$ cat src/rtl/laserdrop_pkg.sv
`timescale 1ns/1ps
`default_nettype none
// ============================================================================
// Module      : laserdrop_pkg
// Description : Shared types and constants for the LaserDrop byte/word queues.
// Revision    : 1.0 - initial release
// ============================================================================
package laserdrop_pkg;

  typedef logic [7:0]  byte_t;
  typedef logic [15:0] word_t;

  // Default byte capacity of the receive word queue (power of 2, >= 4).
  localparam int    QUEUE_DEPTH = 64;

  // Filler placed in the upper byte when a lone trailing byte is flushed.
  localparam byte_t PAD_BYTE    = 8'h00;

endpackage : laserdrop_pkg
`default_nettype wire

$ cat src/rtl/laserdrop_word_queue.sv
`timescale 1ns/1ps
`default_nettype none
// ============================================================================
// Module      : laserdrop_word_queue
// Description : Receive-path byte-in / little-endian word-out FIFO with a
//               fall-through head, pad-and-flush of an odd trailing byte and
//               a sticky overrun flag for dropped loads.
// Revision    : 1.0 - initial release
// ============================================================================
module laserdrop_word_queue
  import laserdrop_pkg::*;
#(
  parameter int    DEPTH = QUEUE_DEPTH,
  parameter byte_t PAD   = PAD_BYTE
) (
  input  logic                   clock,
  input  logic                   reset_n,
  input  logic                   clear,
  input  byte_t                  D,
  input  logic                   load,
  input  logic                   flush,
  input  logic                   read,
  output word_t                  Q,
  output logic                   valid,
  output logic [$clog2(DEPTH):0] size,
  output logic                   empty,
  output logic                   full,
  output logic                   overrun
);

  localparam int AW = $clog2(DEPTH);
  localparam int SW = AW + 1;

  byte_t         mem [DEPTH];
  logic [AW-1:0] read_i;
  logic [AW-1:0] write_i;
  logic [AW-1:0] read_n;
  logic          head_ok;
  logic          tail_ok;
  logic          rd_ok;
  logic          ld_ok;
  logic [1:0]    pop_cnt;
  logic [SW-1:0] size_next;

  // Second byte of the head word; wraps naturally with the pointer width.
  assign read_n  = read_i + AW'(1);

  assign empty   = (size == '0);
  assign full    = (size == SW'(DEPTH));

  // A full word is available, or a lone byte is released by flush.
  assign head_ok = (size >= SW'(2));
  assign tail_ok = (size == SW'(1)) && flush;
  assign valid   = head_ok || tail_ok;

  // Fall-through head word; forced to zero when nothing is poppable so the
  // output never exposes unwritten storage.
  always_comb begin
    Q = '0;
    if (head_ok) begin
      Q = {mem[read_n], mem[read_i]};
    end else if (tail_ok) begin
      Q = {PAD, mem[read_i]};
    end
  end

  assign rd_ok     = read && valid;
  assign pop_cnt   = !rd_ok ? 2'd0 : (head_ok ? 2'd2 : 2'd1);
  // A pop in the same cycle frees room, so a load at full still lands.
  assign ld_ok     = load && (!full || rd_ok);
  // Never exceeds DEPTH: a load at full is only accepted alongside a pop.
  assign size_next = size + SW'(ld_ok) - SW'(pop_cnt);

  // Pointer, occupancy and overrun tracking; clear overrides load/read.
  always_ff @(posedge clock or negedge reset_n) begin
    if (!reset_n) begin
      read_i  <= '0;
      write_i <= '0;
      size    <= '0;
      overrun <= 1'b0;
    end else if (clear) begin
      read_i  <= '0;
      write_i <= '0;
      size    <= '0;
      overrun <= 1'b0;
    end else begin
      read_i <= read_i + AW'(pop_cnt);
      if (ld_ok) begin
        write_i <= write_i + AW'(1);
      end
      size <= size_next;
      if (load && !ld_ok) begin
        overrun <= 1'b1;
      end
    end
  end

  // Byte storage; contents are intentionally left unreset.
  always_ff @(posedge clock) begin
    if (ld_ok && !clear) begin
      mem[write_i] <= D;
    end
  end

endmodule : laserdrop_word_queue
`default_nettype wire

$ cat config.mk
export PLATFORM = sky130hd
export DESIGN_NAME = laserdrop_word_queue
export DESIGN_NICKNAME = d
export VERILOG_FILES = /design/src/rtl/laserdrop_pkg.sv /design/src/rtl/laserdrop_word_queue.sv
export SDC_FILE = /design/constraint.sdc
export NUM_CORES = 1
export LEC_CHECK = 0
export CAP_MARGIN = 30
export CORE_ASPECT_RATIO = 1.2
export CORE_MARGIN = 10
export CORE_UTILIZATION = 40
export DETAILED_ROUTE_END_ITERATION = 10
export GPL_TIMING_DRIVEN = 0
export PLACE_DENSITY = 0.66
export SYNTH_ARGS = -nofsm -noshare
export SYNTH_HDL_FRONTEND = slang
export SYNTH_SLANG_ARGS = --single-unit
$ cat constraint.sdc
create_clock -name clock -period 9.9 [get_ports clock]
set_input_delay 1.98 -clock clock [delete_from_list [all_inputs] [get_ports clock]]
set_output_delay 1.98 -clock clock [all_outputs]
set_load 0.01 [all_outputs]
==> results of run 1 <==
==> metal layers <==
metal / vias to the layer above / share of wire (%)
met5: - / 0
met4: 0 / 6.3
met3: 247 / 8.6
met2: 933 / 50
met1: 8146 / 35
li1: 6115 / -
==> area by class of cell <==
type | instances | area share, %
inverter | 16 | 0.205
clock inverter | 28 | 1.61
buffer | 98 | 1.50
multi-input combinational | 765 | 31.3
clock buffer | 66 | 4.70
timing repair buffer | 82 | 2.95
tap | 824 | 3.52
sequential | 532 | 54.2
==> worst reg2reg max path: stages, from the launching register on <==
cell,delay (ns)
dfrtp_1,0.39
inv_1,0.11
ha_1,0.25
or3b_4,0.26
o2111ai_4,0.22
a2111oi_2,0.64
nor2b_2,0.09
buf_6,0.16
inv_2,0.13
buf_2,0.29
ha_1,0.18
inv_1,0.04
ha_1,0.20
fa_1,0.46
a21oi_1,0.17
o21bai_1,0.12
a21oi_1,0.19
o21bai_1,0.09
xor2_1,0.13
nor2_1,0.05
==> power breakdown <==
group	switching, mW	internal [mW]
sequential	0.0182	2.49
clock	0.852	1.32
combinational	1.09	0.806
total	1.96	4.61
==> synth_stat cells, drive strengths merged (6+ instances only) <==
master | instances | area [um^2]
nand3 | 61 | 305
nand4 | 23 | 144
a21oi | 7 | 35.0
ha | 17 | 213
o21ai | 12 | 60.1
inv | 16 | 60.1
clkbuf | 43 | 161
mux4 | 289 | 6510
nor2b | 13 | 83.8
nor3 | 6 | 30.0
dfrtp | 20 | 500
buf | 55 | 277
nand2 | 114 | 428
edfxtp | 512 | 15400
nor2 | 112 | 440
nand2b | 23 | 144
xnor2 | 14 | 123
nor4 | 8 | 50.1
o22ai | 16 | 100
==> cells in the final DEF, fill, tap and decap left out, types with 18 or more instances in the layout <==
cell,Yosys,final
nor2_1,104,104
dfrtp_1,20,20
mux4_2,289,289
buf_2,38,52
clkdlybuf4s50_1,0,32
clkbuf_16,0,53
nand2_1,114,114
nand2b_1,23,23
clkbuf_1,43,56
edfxtp_1,512,512
nand4_1,23,23
buf_4,2,18
nand3_1,61,61
==> cells by family (layout without fill, tap and decap cells) <==
kind of cell	after synthesis	after routing	share of synthesized area, %
DFF	532	532	62.3
adders and majority gates	19	19	0.991
and+or+nand+nor	385	385	7.15
AOI/OAI and AO/OA	50	50	1.32
xor gates and xnor gates	19	19	0.653
buffers and inverters	114	290	1.95
muxes	292	292	25.7
==> sequential cells by signal (all words and copies together), names as in the netlist <==
register and cells:
overrun 1, write_i 6, read_i 6, size 7, mem 512
==> path summary, 6_finish.rpt <==
path                           start          to  slack (ns)  cells past startpoint
setup reg to reg             size[4]     size[6]        5.60                     19
min in group asynchronous    reset_n     size[4]        1.65                      1
hold / removal               overrun     overrun        0.54                      2
setup / recovery           read_i[0]       Q[12]        2.80                     10
max in group asynchronous    reset_n  write_i[0]        7.86                      2
hold reg to reg              overrun     overrun        0.54                      2
==> flow_metrics.tcl, run 1 <==
set metrics [dict create \
    outcome "finished clean" \
    overflow 0 \
    area_growth_pct 14.9 \
    crit_path_max_incr_delay_ns 0.79 \
    finalSetupViolCount 0 \
    use_met3_pct 4.37 \
    crit_fanout 10 \
    port_buffers 40 \
    multi_input_area_um2 9170 \
    seqCellArea_um2 15900 \
    cellPowerDensity_nw_per_um2 224 \
    met1_usage_pct 25.2 \
    postCtsSetupRepairBufs 0 \
    postCtsHoldBufs 0 \
    slew_violations 0 \
    slew_headroom_pct 28.4 \
    dr_total_vias 15400 \
    path_clk_slew_ns 0.06 \
    wl_per_cell_um 33.3 \
    fin_cells 2411 \
    finalPower_mw 6.57 \
    hp-class "reg -> reg" \
    leakagePower_nw 9.02 \
    cts_tree "built" \
    ios 41 \
    end_kind "output port" \
    fin_worst_skew_ns 0.0153 \
    cp_cell_sequence "ha_1 > buf_2 > clkbuf_1 > buf_1 > mux4_2 > nand2_1 > nand3_1 > nand4_1 > o22ai_1 > clkdlybuf4s50_1" \
    syn_inst 1411 \
    hpwl_mm 59.2 \
    cts.sinks 532 \
    initialDrtViolationCount 1779 \
    synth-edff-count 512 \
    numCtsBuffers 52 \
    start_util_pct 40.3 \
    synth_warnings 0 \
    grt_max_degree 65 \
    worstSetupStartpointType "flip-flop" \
    route.final.wire_length_mm 80.4 \
    vias_per_cell 6.40 \
    grt_pass1_vias 15800 \
    grt_setup_unrepaired "false" \
    die-area_um2 74300 \
    nNetsFinal 1580 \
    postRouteAntennaNets 0 \
    ys_seq_area_share_pct 62.3 \
    worst_pin_slew_ns 1.07 \
    antenna_found_initial 0 \
    post-route-period-util_pct 71.7 \
    final_core_util_pct 46.3 \
    critPathBufInv 4 \
    crit_type "reg -> out" \
    fin_hold_ws_ns 0.538 \
    async_flop_share_pct 3.76 \
    grt_pass1_wl_mm 115 \
    syn-cell-area_um2 25500 \
    ir_drop_v 0.000128 \
    place_ws_ns 3.33 \
    grt_busiest_layer "met2" \
    synth-seq-cells 532 \
    crit_arrival_ns 5.12 \
    finalInstanceArea_um2 29300 \
    gp_congestion 0.993 \
    dpl_cell_area_um2 27400 \
    cpLargestDelayFamily "buffers and inverters" \
    fillers 5384 \
    placed_cells 2317 \
    cap_violations 0 \
    htree_levels 2 \
    min_period_ns 7.10 \
    synth_nets 1444 \
    synth_ff_type "edfxtp_1" \
    max_freq_mhz 141 \
    crit_required_ns 7.92 \
    die_x_um 250 \
    ctsResizeCount 0 \
    drc 0 \
    fp.coreArea_um2 63200 \
    dr.pass1.iters 6 \
    drive_gt1_share_pct 30.6 \
    insertion_delay_ns 0.60 \
    grt_usage_pct 21.6 \
    synth_cell_types 51 \
    die_y_um 297 \
    setup_ws_ns 2.80 \
    fin_setup_tns_ns 0 \
    clock-root-buffer "clkbuf_16" \
    finalHoldViolCount 0 \
    avgSynthCellArea_um2 18.1 \
    slowest_stage "clkbuf_1" \
    row_count 101 \
    n_antenna_cell 0 \
    clockBufferDepth 3 \
    gr-usage-met2_pct 36.9 \
]
(Power assumes the default switching activity.)
==> inputs of run 2 (changes only) <==
==> constraint.sdc (replaced) <==
create_clock -name clock -period 6.92 [get_ports clock]
set_input_delay 1.384 -clock clock [delete_from_list [all_inputs] [get_ports clock]]
set_output_delay 1.384 -clock clock [all_outputs]
set_load 0.01 [all_outputs]
==> results of run 2 <==
Same layout as run 1 (identical final DEF). Status: finished clean.
Among the figures that moved: setup slack after placement 3.33 ns -> 1.13 ns; setup slack after layout 2.80 ns -> 0.419 ns; register-to-register setup slack 5.60 ns -> 2.62 ns; total power 6.57 mW -> 9.40 mW; worst IR drop on VDD 0.000128 V -> 0.000183 V
